**src/rtl/vram_pkg.sv**
```systemverilog
// Shared constants and scroll-engine state encoding for the text RAM arbiter.
// Text layout: even byte = character code, odd byte = attribute.
package vram_pkg;

    localparam int COLS       = 80;
    localparam int ROWS       = 25;
    localparam int AW         = 12;
    localparam int ROW_BYTES  = 2 * COLS;
    localparam int COPY_LEN   = ROW_BYTES * (ROWS - 1);
    localparam int SCREEN_LEN = ROW_BYTES * ROWS;

    localparam logic [7:0] SPACE_CHAR = 8'h20;

    typedef enum logic [2:0] {
        IDLE,
        RD,
        RDW,
        WR,
        FILL,
        DONE
    } scroll_state_t;

endpackage

```
**src/rtl/vram_scroll_fsm.sv**
```systemverilog
// Scroll engine: copies text rows 1..ROWS-1 up by one row, then clears the
// bottom row with spaces in the latched attribute. One RAM access per request.
module vram_scroll_fsm
    import vram_pkg::*;
#(
    parameter int N_COLS = COLS,
    parameter int N_ROWS = ROWS,
    parameter int ADDR_W = AW
) (
    input  logic              clock,
    input  logic              reset_n,
    input  logic              start,
    input  logic [7:0]        fill_attr,
    input  logic              grant,
    input  logic [7:0]        rdata,
    output logic              req,
    output logic              we,
    output logic [ADDR_W-1:0] address,
    output logic [7:0]        wdata,
    output logic              busy,
    output logic              done
);

    localparam logic [ADDR_W-1:0] ROW_STEP  = ADDR_W'(2 * N_COLS);
    localparam logic [ADDR_W-1:0] COPY_LAST = ADDR_W'(2 * N_COLS * (N_ROWS - 1) - 1);
    localparam logic [ADDR_W-1:0] FILL_LAST = ADDR_W'(2 * N_COLS * N_ROWS - 1);

    scroll_state_t     state, state_next;
    logic [ADDR_W-1:0] ptr, ptr_next;
    logic [7:0]        data_buf;
    logic [7:0]        attr_q;

    // NOTE: sequential state uses non-blocking assignments only, so every
    // flop samples the pre-edge value of every other flop.
    always_ff @(posedge clock or negedge reset_n) begin
        if (!reset_n) begin
            state    <= IDLE;
            ptr      <= '0;
            data_buf <= '0;
            attr_q   <= '0;
        end else begin
            state <= state_next;
            ptr   <= ptr_next;
            if (state == IDLE && start) attr_q <= fill_attr;
            // Read data arrives one cycle after RD was granted, whoever owns the bus now.
            if (state == RDW) data_buf <= rdata;
        end
    end

    // NOTE: every output of this block gets a default first so no path
    // through the case statement can infer a latch.
    always_comb begin
        state_next = state;
        ptr_next   = ptr;
        req        = 1'b0;
        we         = 1'b0;
        address    = '0;
        wdata      = '0;
        case (state)
            IDLE: begin
                if (start) begin
                    ptr_next   = '0;
                    state_next = RD;
                end
            end
            RD: begin
                req     = 1'b1;
                address = ptr + ROW_STEP;
                if (grant) state_next = RDW;
            end
            RDW: state_next = WR;
            WR: begin
                req     = 1'b1;
                we      = 1'b1;
                address = ptr;
                wdata   = data_buf;
                if (grant) begin
                    ptr_next   = ptr + 1'b1;
                    state_next = (ptr == COPY_LAST) ? FILL : RD;
                end
            end
            FILL: begin
                req     = 1'b1;
                we      = 1'b1;
                address = ptr;
                wdata   = ptr[0] ? attr_q : SPACE_CHAR;
                if (grant) begin
                    ptr_next = ptr + 1'b1;
                    if (ptr == FILL_LAST) state_next = DONE;
                end
            end
            DONE:    state_next = IDLE;
            default: state_next = IDLE;
        endcase
    end

    assign busy = (state == RD) || (state == RDW) || (state == WR) || (state == FILL);
    assign done = (state == DONE);

endmodule

```
**src/rtl/vram_arbiter.sv**
```systemverilog
// Single-port text RAM arbiter: fixed priority GPU > CPU > scroll engine,
// with a three-cycle CPU transaction and a built-in scroll-up engine.
module vram_arbiter #(
    parameter int COLS = vram_pkg::COLS,
    parameter int ROWS = vram_pkg::ROWS,
    parameter int AW   = vram_pkg::AW
) (
    input  logic          clock,
    input  logic          reset_n,
    input  logic          gpu_req,
    input  logic [AW-1:0] gpu_address,
    output logic [7:0]    gpu_data,
    input  logic          cpu_req,
    input  logic          cpu_we,
    input  logic [AW-1:0] cpu_address,
    input  logic [7:0]    cpu_wdata,
    output logic [7:0]    cpu_rdata,
    output logic          cpu_ack,
    input  logic          scroll_start,
    input  logic [7:0]    fill_attr,
    output logic          scroll_busy,
    output logic          scroll_done,
    output logic [AW-1:0] ram_address,
    output logic          ram_we,
    output logic [7:0]    ram_wdata,
    input  logic [7:0]    ram_rdata
);

    logic          cpu_grant;
    logic          cpu_p1, cpu_p2, cpu_rd_p1;
    logic          scroll_req, scroll_we, scroll_grant;
    logic [AW-1:0] scroll_address;
    logic [7:0]    scroll_wdata;

    assign cpu_grant    = cpu_req && !gpu_req && !cpu_p1 && !cpu_p2;
    assign scroll_grant = scroll_req && !gpu_req && !cpu_grant;

    vram_scroll_fsm #(
        .N_COLS (COLS),
        .N_ROWS (ROWS),
        .ADDR_W (AW)
    ) u_scroll (
        .clock     (clock),
        .reset_n   (reset_n),
        .start     (scroll_start),
        .fill_attr (fill_attr),
        .grant     (scroll_grant),
        .rdata     (ram_rdata),
        .req       (scroll_req),
        .we        (scroll_we),
        .address   (scroll_address),
        .wdata     (scroll_wdata),
        .busy      (scroll_busy),
        .done      (scroll_done)
    );

    // Reset only gates the RAM-facing outputs so no write can slip out while reset is held.
    always_comb begin
        ram_address = '0;
        ram_we      = 1'b0;
        ram_wdata   = '0;
        if (reset_n) begin
            if (gpu_req) begin
                ram_address = gpu_address;
            end else if (cpu_grant) begin
                ram_address = cpu_address;
                ram_we      = cpu_we;
                ram_wdata   = cpu_wdata;
            end else if (scroll_grant) begin
                ram_address = scroll_address;
                ram_we      = scroll_we;
                ram_wdata   = scroll_wdata;
            end
        end
    end

    // Grant cycle N -> data cycle N+1 -> ack cycle N+2; no re-grant until N+3.
    always_ff @(posedge clock or negedge reset_n) begin
        if (!reset_n) begin
            cpu_p1    <= 1'b0;
            cpu_p2    <= 1'b0;
            cpu_rd_p1 <= 1'b0;
            cpu_rdata <= '0;
        end else begin
            cpu_p1    <= cpu_grant;
            cpu_p2    <= cpu_p1;
            cpu_rd_p1 <= cpu_grant && !cpu_we;
            if (cpu_rd_p1) cpu_rdata <= ram_rdata;
        end
    end

    assign cpu_ack  = cpu_p2;
    assign gpu_data = ram_rdata;

endmodule

```
**config.mk**
```make
export PLATFORM = sky130hd
export DESIGN_NAME = vram_arbiter
export DESIGN_NICKNAME = d
export VERILOG_FILES = /design/src/rtl/vram_pkg.sv /design/src/rtl/vram_scroll_fsm.sv /design/src/rtl/vram_arbiter.sv
export SDC_FILE = /design/constraint.sdc
export NUM_CORES = 1
export LEC_CHECK = 0
export ABC_AREA = 0
export BUFFER_PORTS_ARGS = -buffer_cell sky130_fd_sc_hd__buf_2
export CORE_UTILIZATION = 52
export CTS_BUF_LIST = sky130_fd_sc_hd__clkbuf_4
export CTS_CLUSTER_DIAMETER = 150
export DETAILED_ROUTE_END_ITERATION = 6
export GPL_TIMING_DRIVEN = 0
export PLACE_DENSITY = 0.83
export SYNTH_ARGS = -nofsm -noshare
export SYNTH_HDL_FRONTEND = slang
export SYNTH_SLANG_ARGS = --single-unit
```
**constraint.sdc**
```tcl
create_clock -name clock -period 2.35 [get_ports clock]
set_input_delay 0.1175 -clock clock [delete_from_list [all_inputs] [get_ports clock]]
set_output_delay 0.1175 -clock clock [all_outputs]
set_load 0.01 [all_outputs]
```
==> metrics.md, run 1 <==
| Metric | Value |
|---|---|
| Status | `finished, violations left` |
| Failing checks | `setup timing` |
| Met3 Track Usage GR | `0.04972` |
| Part of the power in registers | `0.407` |
| Synth unique cells | `59` |
| N_diodes | `0` |
| Final Critical Period | `2.382 ns` |
| Switching Power | `1012 uW` |
| CP max FO | `5` |
| WL per Instance | `16.26 um` |
| Area delta synth->final | `33.70%` |
| GPL Wtd Cong | `0.9204` |
| First-pass GRT wire length | `11840 um` |
| Worst path cell trace | `ha_4 > or4b_1 > a21o_2 > a311o_1 > a21boi_1 > buf_2` |
| Clock tree buffer depth | `2` |
| ANT nets after route | `0` |
| Number of enable flip-flop cells after synthesis | `0` |
| Worst-margin pin slew | `0.7208 ns` |
| Die Span Y | `73 um` |
| CP startpoint kind | `register` |
| Ratio of final minimum period to clock period | `1.014` |
| Initial drt markers | `272` |
| Post-synthesis cell count | `286` |
| GRT met1 Usage | `0.3702` |
| TritonCTS Buffers | `5` |
| Yosys top cell area share | `0.4010` |
| DRC | `0` |
| Worst endpoint data arrival time | `2.26 ns` |
| Synth top area cells | `dfrtp_1, mux2_2, nand2_1, nor2_1, a2bb2oi_1` |
| Clock skew | `0.01041 ns` |
| Initial core utilization | `0.5477` |
| Final setup vio count | `2` |
| Max_cap viols | `0` |
| Routed wire length | `7742 um` |
| RSZ-0062 raised after global routing | `yes` |
| Post-route cell area | `3505 sq um` |
| Mapped Area | `2621 sq um` |
| Via/cell ratio | `5.964` |
| Worst setup margin | `-0.03240 ns` |
| CP max stage delay | `0.48 ns` |
| Flops & latches, synth | `42` |
| Slew margin rel. | `0.5177` |
| Initial antenna violation count | `0` |
| Yosys Warn Count | `0` |
| Final Max Tran Viols | `0` |
| Number of global-route vias before repair | `2589` |
| H-tree depth | `2` |
| Overall power | `2617 uW` |
| Num rows | `25` |
| Largest net degree at the start of global routing | `43` |
| Final HPWL DP | `5279 um` |
| Die area | `5329 sq um` |
| Async SR Flop Fraction | `1.000` |
| Final count of hold timing violations | `0` |
| Reg clk slew, reported paths | `0.13 ns` |
| CP required | `2.23 ns` |
| Clk pwr share | `0.137` |
| Power Density | `746.6 nW/um^2` |
| Synth Net Count | `342` |
| Port Buf Inserts | `93` |
| GR peak layer | `met2` |
| I/O pin count | `94` |
| Slowest CP cell | `dfrtp_2` |
| Setup Crit Path Kind | `reg -> out` |
| Pint | `1604 uW` |
| Gr ovfl total | `0` |
| Final Net Count | `464` |
| TritonCTS clock tree | `built` |
| Most used DFF post-synth | `dfrtp_1` |
| Gr usage total | `0.2924` |
| Share of layout cells above drive strength 1 | `0.4034` |
| DR vias | `2839` |
| Met2 usage | `0.4887` |
| Leakage | `0.001659 uW` |
| Max rail drop VDD | `0.4671 mV` |
| Fmax | `0.4197 GHz` |
| Net Sw Frac | `0.3868` |
| Worst Hold Class | `in -> reg` |
| Clock sink count | `42` |
| Most frequent cells after synthesis | `dfrtp_1, nand2_1, nor2_1` |
| Crit. End Element | `output pin` |
| Synth Area per Inst | `9.165 sq um` |
| Chip width | `73 um` |
| Sequential-to-total area share from yosys stat | `0.4010` |
| Clk Latency, worst-skew pair | `0.35 ns` |
| Combinational Power Share | `0.456` |
| Placed inst area | `3171 sq um` |
| Synth area leader | `dfrtp_1` |
| 1st-pass router iterations | `5` |
| Hold WS | `0.01658 ns` |
| Util after Layout | `0.7323` |
| Core area | `4786 sq um` |
| CTS Root Cell | `clkbuf_4` |
## path summary, 6_finish.rpt
| path | startpoint | to | slack (ns) | cells past startpoint |
|---|---|---|---|---|
| max in group asynchronous | reset_n | u_scroll.ptr[5] | 1.74 | 3 |
| max | u_scroll.ptr[6] | ram_address[7] | -0.03 | 6 |
| max reg2reg | u_scroll.state[1] | u_scroll.ptr[9] | 0.33 | 5 |
| min reg2reg | cpu_p1 | cpu_ack | 0.47 | 0 |
| min | ram_rdata[4] | u_scroll.data_buf[4] | 0.02 | 2 |
| min in group asynchronous | reset_n | u_scroll.data_buf[4] | 0.39 | 3 |
## worst max-delay path, delay by kind of cell (launching register included)
kind | cells | cell delay, ns
flops | 1 | 0.48
simple gates | 1 | 0.47
compound gates | 3 | 0.64
buf+inv | 1 | 0.14
fa+ha+maj | 1 | 0.19
## cell families after synthesis
group                    synth area share
AO/OA/AOI/OAI                      0.2258
XOR/XNOR                          0.01003
adder cells (fa/ha/maj)          0.009545
buffers and inverters             0.05871
flip-flops                         0.4010
multiplexers                      0.08019
AND/OR/NAND/NOR                    0.2148
## layout by cell type (no fill, tap or decap), drive strengths merged, types with 3 or more instances in the layout
cell type / n
nor2: 25
a221oi: 5
nand3: 10
o21ai: 14
mux2: 16
o31ai: 3
dfrtp: 42
a2bb2oi: 8
nand4: 3
o221ai: 5
o211ai: 4
or2: 3
inv: 4
or4b: 4
or3: 5
a31oi: 4
nand3b: 3
mux2i: 3
a21oi: 10
dlygate4sd3: 11
nand2: 42
a32oi: 7
a21o: 3
clkbuf: 17
buf: 119
or4: 3
## through the flow
stage                     TNS [ns]  setup slack [ns]  std cells
after CTS                 -0.06612          -0.05346        466
after detailed placement         0            0.2112        446
after global routing       -0.4320          -0.08931        476
after floorplan                  0            0.4037        286
after global placement           0            0.2479        446
final                     -0.03982          -0.03240        476
## sequential cells by signal (all words and copies together) (netlist names)
register / count
u_scroll.state: 3
cpu_ack: 1
cpu_rd_p1: 1
cpu_p1: 1
u_scroll.data_buf: 8
u_scroll.attr_q: 8
cpu_rdata: 8
u_scroll.ptr: 12
## power groups by stage
stage / Clock [uW] / Sequential (uW) / Combinational, uW
after floorplan: 0 / 1060 / 761
after global placement: 0 / 1070 / 1050
after global routing: 393 / 1090 / 1300
final: 359 / 1070 / 1190
after CTS: 363 / 1060 / 1150
after detailed placement: 0 / 1080 / 1090
## per-layer routing
| layer | part of all wire | vias up |
|---|---|---|
| li1 | - | 1308 |
| met1 | 0.40 | 1337 |
| met2 | 0.49 | 168 |
| met3 | 0.077 | 26 |
| met4 | 0.032 | 0 |
| met5 | 0 | - |
## cell type report
class / count / area (sq um)
repair buffers: 118 / 696.9
flip-flops and latches: 42 / 1054
clock buffers: 5 / 37.54
plain buffers: 24 / 145.1
fillers: 370 / 1281
well taps: 67 / 83.83
clock inverters: 3 / 18.77
multi-input cells: 214 / 1458
inverters: 3 / 11.26
## what timing repair did
| item | in CTS | in global routing |
|---|---|---|
| buffers inserted | 3 | 10 |
| setup endpoints to repair | 19 | 26 |
| pin swaps | 3 | 7 |
| resized for setup | 10 | 5 |
| hold buffers | 11 | 1 |
| hold endpoints to repair | 51 | 1 |
No activity file was read; power rests on OpenSTA's default activity.
==> run 2, diff against run 1 <==
--- a/config.mk
+++ b/config.mk
@@ -8,7 +8,7 @@
 export ABC_AREA = 0
 export BUFFER_PORTS_ARGS = -buffer_cell sky130_fd_sc_hd__buf_2
 export CORE_UTILIZATION = 52
-export CTS_BUF_LIST = sky130_fd_sc_hd__clkbuf_4
+export CTS_BUF_LIST = sky130_fd_sc_hd__clkbuf_8
 export CTS_CLUSTER_DIAMETER = 150
 export DETAILED_ROUTE_END_ITERATION = 6
 export GPL_TIMING_DRIVEN = 0
==> run 2 against run 1 <==
  * The flow finishes with violations (hold timing)
  * Critical path depth stayed put
  * Combinational power hardly changed
  * Maximum frequency grew 3.1%
  * Non-clock buffer count is 14 lower
  * Core utilization fell by 2.7 points
  * Register-to-register slack got worse by 0.09 ns
  * Total power rose by 3.1%
  * Clock power up 30%
  * Count of clock-buffer cells in the layout is the same
  * Sequential cell count did not move
  * Final cell count decreased by 2.9%
  * Largest power group unchanged
==> metrics.md, run 2 (same netlist as run 1, synthesis figures left out) <==
| Metric | Value |
|---|---|
| Status | `finished, violations left` |
| Failing checks | `hold timing` |
| Reg clk slew, reported paths | `0.08 ns (-0.05 ns)` |
| Max rail drop VDD | `0.5196 mV (+11%)` |
| First-pass GRT wire length | `11630 um (-1.8%)` |
| CP max FO | `5 (unchanged)` |
| Initial core utilization | `0.5477 (unchanged)` |
| Die area | `5329 sq um (unchanged)` |
| Slew margin rel. | `0.3512 (-0.1666)` |
| R2r setup slk | `0.24 ns (-0.09 ns)` |
| Final Non-Filler Cells | `462 (-2.9%)` |
| Final Max Tran Viols | `0 (unchanged)` |
| Share of layout cells above drive strength 1 | `0.4051 (+0.001640)` |
| Die Span Y | `73 um (unchanged)` |
| CP required | `2.23 ns (about the same)` |
| I/O pin count | `94 (unchanged)` |
| Util after Layout | `0.7051 (-0.02719)` |
| N_diodes | `0 (unchanged)` |
| WL per Instance | `16.06 um (-1.2%)` |
| GPL Wtd Cong | `0.9204 (unchanged)` |
| Fmax | `0.4327 GHz (+3.1%)` |
| Most frequent cells in the layout | `buf_2, nand2_1, dfrtp_1` |
| R2r endpoint | `u_scroll.state[0]` |
| Largest net degree at the start of global routing | `47 (+9.3%)` |
| Gr usage total | `0.2847 (-0.007788)` |
| Number of global-route vias before repair | `2535 (-2.1%)` |
| Worst Hold Class | `in -> async` |
| Worst-margin pin slew | `0.9732 ns (+0.2525 ns)` |
| Power Density | `799.1 nW/um^2 (+7.0%)` |
| Gr ovfl total | `0 (unchanged)` |
| Area delta synth->final | `28.74%` |
| Max_cap viols | `0 (unchanged)` |
| Final Critical Period | `2.311 ns (-0.07111 ns)` |
| Chip width | `73 um (unchanged)` |
| Routed wire length | `7421 um (-4.1%)` |
| Crit. End Element | `output pin` |
| Final setup vio count | `0 (-2)` |
| Core area | `4786 sq um (unchanged)` |
| Most flops, register | `u_scroll.ptr` |
| Final count of hold timing violations | `42 (+42)` |
| Clock tree buffer depth | `2 (unchanged)` |
| CP startpoint kind | `register` |
| Final HPWL DP | `5279 um (unchanged)` |
| Multi-input gate area | `1440 sq um (-1.2%)` |
| Worst path cell trace | `ha_4 > or4b_1 > a21o_2 > a311o_1 > a21boi_1 > buf_2` |
| Final Net Count | `450 (-3.0%)` |
| TritonCTS Buffers | `5 (unchanged)` |
| Register area | `1054 sq um (unchanged)` |
| R2R Path Start | `u_scroll.state[1]` |
| DRC | `0 (unchanged)` |
| ANT nets after route | `0 (unchanged)` |
| Worst setup margin | `0.03871 ns (+0.07111 ns)` |
| TritonCTS clock tree | `built` |
| Initial drt markers | `272 (unchanged)` |
| Flip-flop count of the largest register after layout | `12 (unchanged)` |
| Clk Latency, worst-skew pair | `0.30 ns (-0.05 ns)` |
| Via/cell ratio | `5.935 (-0.49%)` |
| Worst R2R Path Depth | `7 (+2)` |
| CTS Root Cell | `clkbuf_8` |
| CP max stage delay | `0.47 ns (about the same)` |
| Placed Instances | `446 (unchanged)` |
| DR vias | `2742 (-3.4%)` |
| Worst endpoint data arrival time | `2.19 ns (-0.07 ns)` |
| Pre-CTS setup slack | `0.2112 ns (unchanged)` |
| Ratio of final minimum period to clock period | `0.9835 (-0.03026)` |
| Leakage | `0.001602 uW (-3.4%)` |
| Hold WS | `-0.02268 ns (-0.03926 ns)` |
| Port Buf Inserts | `93 (unchanged)` |
| Slowest CP cell | `or4b_1` |
| 1st-pass router iterations | `6 (+1)` |
| Setup Crit Path Kind | `reg -> out` |
| Num rows | `25 (unchanged)` |
| Initial antenna violation count | `0 (unchanged)` |
| H-tree depth | `2 (unchanged)` |
| Clock sink count | `42 (unchanged)` |
| Clock skew | `0.01332 ns (+0.002914 ns)` |
| Fill cells | `384 (+3.8%)` |
| Most common cell after layout, fill and taps aside | `buf_2` |
## run 2: cell types whose count changed in the layout (fill, tap and decap cells not counted), sizes merged
cell and delta:
buf -4, dlygate4sd3 -10
## run 2: where the power goes
part	total (uW)	internal (uW)	switching (uW)
logic	1160	539	621
registers	1070	933	138
clock network	465	209	256
total	2700	1680	1020
## run 2: final cells by class
type,instances,share of cell area
Timing Repair Buffer,104,0.1631
Buffer,24,0.04375
Tap cell,67,0.02484
Sequential cell,42,0.3122
Multi-Input combinational cell,214,0.4268
Inverter,3,0.003337
Clock inverter,3,0.005562
Clock buffer,5,0.02039
## run 2: worst max-delay path: cells and delay by family, from the launching register on
| family | cells | cell delay (ns) |
|---|---|---|
| DFF | 1 | 0.46 |
| adders and majority gates | 1 | 0.18 |
| and+or+nand+nor | 1 | 0.47 |
| buffers and inverters | 1 | 0.14 |
| AOI/OAI and AO/OA | 3 | 0.64 |
## run 2: worst max-delay path by stage
stage	from	endpoint	slack, ns	cells past startpoint
floorplan	u_scroll.ptr[5]	ram_address[7]	0.40	5
global placement	u_scroll.ptr[5]	ram_address[7]	0.25	6
detailed placement	u_scroll.state[0]	u_scroll.attr_q[6]	0.21	5
CTS	u_scroll.state[1]	ram_address[11]	0.0009	6
global route	u_scroll.state[1]	ram_address[0]	-0.01	6
finish	u_scroll.ptr[5]	ram_address[7]	0.04	6
## run 2: repair_timing
action,4_1_cts,5_1_grt
pin swaps,1,4
endpoints found under the hold margin,1,0
resized for setup,8,6
hold buffers,1,0
buffers inserted,2,8
cloned,0,0
setup endpoints to repair,17,24
## run 2: metal layers
layer,GRT usage,routed length (um),vias up
met5,0,0,-
met4,0.1220,191,0
met3,0.04558,556,22
met2,0.4660,3535,156
met1,0.3734,3137,1282
li1,-,-,1282
## run 2: through the flow
step / area (sq um) / total power [uW] / TNS [ns]
CTS: 3308 / 2668 / 0
floorplan: 2621 / 1823 / 0
detailed placement: 3171 / 2166 / 0
global route: 3374 / 2860 / -0.02065
finish: 3374 / 2697 / 0
global placement: 3171 / 2120 / 0
==> run 3, diff against run 2 <==
--- a/config.mk
+++ b/config.mk
@@ -13,6 +13,7 @@
 export DETAILED_ROUTE_END_ITERATION = 6
 export GPL_TIMING_DRIVEN = 0
 export PLACE_DENSITY = 0.83
+export SETUP_SLACK_MARGIN = 0.1
 export SYNTH_ARGS = -nofsm -noshare
 export SYNTH_HDL_FRONTEND = slang
 export SYNTH_SLANG_ARGS = --single-unit
==> constraint.sdc (replaced) <==
create_clock -name clock -period 2.2 [get_ports clock]
set_input_delay 0.11 -clock clock [delete_from_list [all_inputs] [get_ports clock]]
set_output_delay 0.11 -clock clock [all_outputs]
set_load 0.01 [all_outputs]
==> run 3 against run 2 <==
  * The run ends with hold timing, setup timing left
  * Via count rose by 4.6%
  * Final area rose by 6.5%
  * Die area unchanged
  * Sequential power increased by 7%
  * Register-to-register slack got worse by 0.06 ns
  * Highest routed layer unchanged
  * Clock skew is essentially flat
==> metrics.md, run 3 (same netlist as run 1, synthesis figures left out) <==
| Metric | Value |
|---|---|
| Largest net degree at the start of global routing | `47 (unchanged)` |
| I/O pin count | `94 (unchanged)` |
| Gr usage total | `0.3078 (+0.02310)` |
| Via/cell ratio | `6.063 (+2.2%)` |
| Util after Layout | `0.7511 (+0.04601)` |
| R2r endpoint | `u_scroll.data_buf[6]` |
| Ratio of final minimum period to clock period | `1.033` |
| Most common cell after layout, fill and taps aside | `buf_2` |
| Clock tree buffer depth | `2 (unchanged)` |
| Worst endpoint data arrival time | `2.16 ns (-0.03 ns)` |
| Final setup vio count | `3 (+3)` |
| DRC | `0 (unchanged)` |
| Gr ovfl total | `0 (unchanged)` |
| Hold WS | `-0.1484 ns (-0.1257 ns)` |
| Setup Crit Path Kind | `reg -> out` |
| Final HPWL DP | `5279 um (unchanged)` |
| Number of global-route vias before repair | `2715 (+7.1%)` |
| Clock skew | `0.01297 ns (-0.0003555 ns)` |
| CP required | `2.09 ns (-0.14 ns)` |
| TritonCTS Buffers | `5 (unchanged)` |
| Clock sink count | `42 (unchanged)` |
| Worst setup margin | `-0.07237 ns (-0.1111 ns)` |
| Max rail drop VDD | `0.5619 mV (+8.1%)` |
| Worst Hold Class | `in -> async` |
| Final Non-Filler Cells | `473 (+2.4%)` |
| RSZ-0062 raised after global routing | `yes` |
| DR vias | `2868 (+4.6%)` |
| Port Buf Inserts | `93 (unchanged)` |
| Power Density | `855.9 nW/um^2 (+7.1%)` |
| Share of layout cells above drive strength 1 | `0.4483 (+0.04321)` |
| Area delta synth->final | `37.14%` |
| R2r setup slk | `0.18 ns (-0.06 ns)` |
| Final Critical Period | `2.272 ns` |
| First-pass GRT wire length | `12440 um (+7.0%)` |
| Crit. End Element | `output pin` |
| TritonCTS clock tree | `built` |
| CP delay by family, top | `compound AO/OA/AOI/OAI gates` |
| Initial drt markers | `285 (+4.8%)` |
| Worst-margin pin slew | `0.7221 ns (-0.2511 ns)` |
| Core area | `4786 sq um (unchanged)` |
| Initial antenna violation count | `0 (unchanged)` |
| Final Max Tran Viols | `0 (unchanged)` |
| N_diodes | `0 (unchanged)` |
| Leakage | `0.001693 uW (+5.7%)` |
| Max_cap viols | `0 (unchanged)` |
| Initial core utilization | `0.5477 (unchanged)` |
| Status | `finished, violations left` |
| Worst R2R Path Depth | `6 (-1)` |
| Most flops, register | `u_scroll.ptr` |
| Final Net Count | `461 (+2.4%)` |
| Buf+Inv Stages, Crit Path | `1 (unchanged)` |
| Worst path depth | `6 (unchanged)` |
| Reg clk slew, reported paths | `0.08 ns (about the same)` |
| Die area | `5329 sq um (unchanged)` |
| Routed wire length | `8012 um (+8.0%)` |
| CP max FO | `3 (-2)` |
| Final count of hold timing violations | `42 (unchanged)` |
| Chip width | `73 um (unchanged)` |
| R2R Path Start | `u_scroll.state[2]` |
| Failing checks | `hold timing, setup timing` |
| GPL Wtd Cong | `0.9204 (unchanged)` |
| Clk Latency, worst-skew pair | `0.30 ns (about the same)` |
| WL per Instance | `16.94 um (+5.5%)` |
| Slowest CP cell | `or4b_1` |
| Worst path cell trace | `ha_4 > or4b_1 > a21o_2 > a311o_1 > a21boi_1 > buf_2` |
| ANT nets after route | `0 (unchanged)` |
| Fmax | `0.4401 GHz` |
| 1st-pass router iterations | `6 (unchanged)` |
| Most frequent cells in the layout | `buf_2, nand2_1, dfrtp_1` |
| CTS Root Cell | `clkbuf_8` |
| CP startpoint kind | `register` |
| CP max stage delay | `0.52 ns (+0.05 ns)` |
| Num rows | `25 (unchanged)` |
| Die Span Y | `73 um (unchanged)` |
| Slew margin rel. | `0.5168 (+0.1656)` |
| Placed Instances | `446 (unchanged)` |
| Flip-flop count of the largest register after layout | `12 (unchanged)` |
| H-tree depth | `2 (unchanged)` |
run 3: cell types whose count changed in the layout (fill, tap and decap cells not counted), sizes merged:
cell | before | now
buf | 115 | 121
dlygate4sd3 | 1 | 4
clkbuf | 17 | 18
o211ai | 4 | 5
run 3: per-stage QoR:
stage,instance area (sq um),total power [uW],setup TNS (ns),hold WS [ns],setup slack [ns]
finish,3595,3077,-0.1570,-0.1484,-0.07237
detailed placement,3171,2314,0,0.2803,0.06121
floorplan,2621,1947,0,-0.1856,0.2612
global route,3595,3242,-0.3552,-0.09906,-0.1227
global placement,3171,2264,0,0.2764,0.1054
CTS,3463,2947,-0.09958,0.001116,-0.07890
run 3: metal layers:
metal  GRT usage  up-vias  share of wire
li1            -     1307              -
met1      0.3913     1333           0.42
met2      0.4938      195           0.47
met3     0.06215       33          0.079
met4      0.1634        0          0.031
met5           0        -              0
run 3: cell type report:
type,count,area (sq um)
multi-input combinational,215,1541
inverter,3,11.26
clock buffer,5,68.82
clock inverter,3,18.77
fill,345,1191
sequential,42,1054
buffer,26,178.9
timing repair buffer,112,638.1
tap,67,83.83
run 3: what timing repair did:
item                       CTS  global route
hold buffers                 3             1
setup buffers               10             5
pin swaps                   10             9
gates cloned                 1             0
gates resized for setup     25            26
hold endpoints to repair     3            43
setup endpoints to repair   31            23
run 3: worst max-delay path by stage:
stage                           start                 end  slack [ns]
floorplan             u_scroll.ptr[5]      ram_address[7]        0.26
global placement      u_scroll.ptr[5]      ram_address[7]        0.11
detailed placement  u_scroll.state[0]  u_scroll.attr_q[6]        0.06
CTS                 u_scroll.state[2]      ram_address[7]       -0.08
global route          u_scroll.ptr[6]      ram_address[7]       -0.12
finish                u_scroll.ptr[6]      ram_address[7]       -0.07
run 3: power breakdown:
part           switching (uW)  internal (uW)
combinational             756            681
sequential                149            996
clock                     270            223
total                    1180           1900
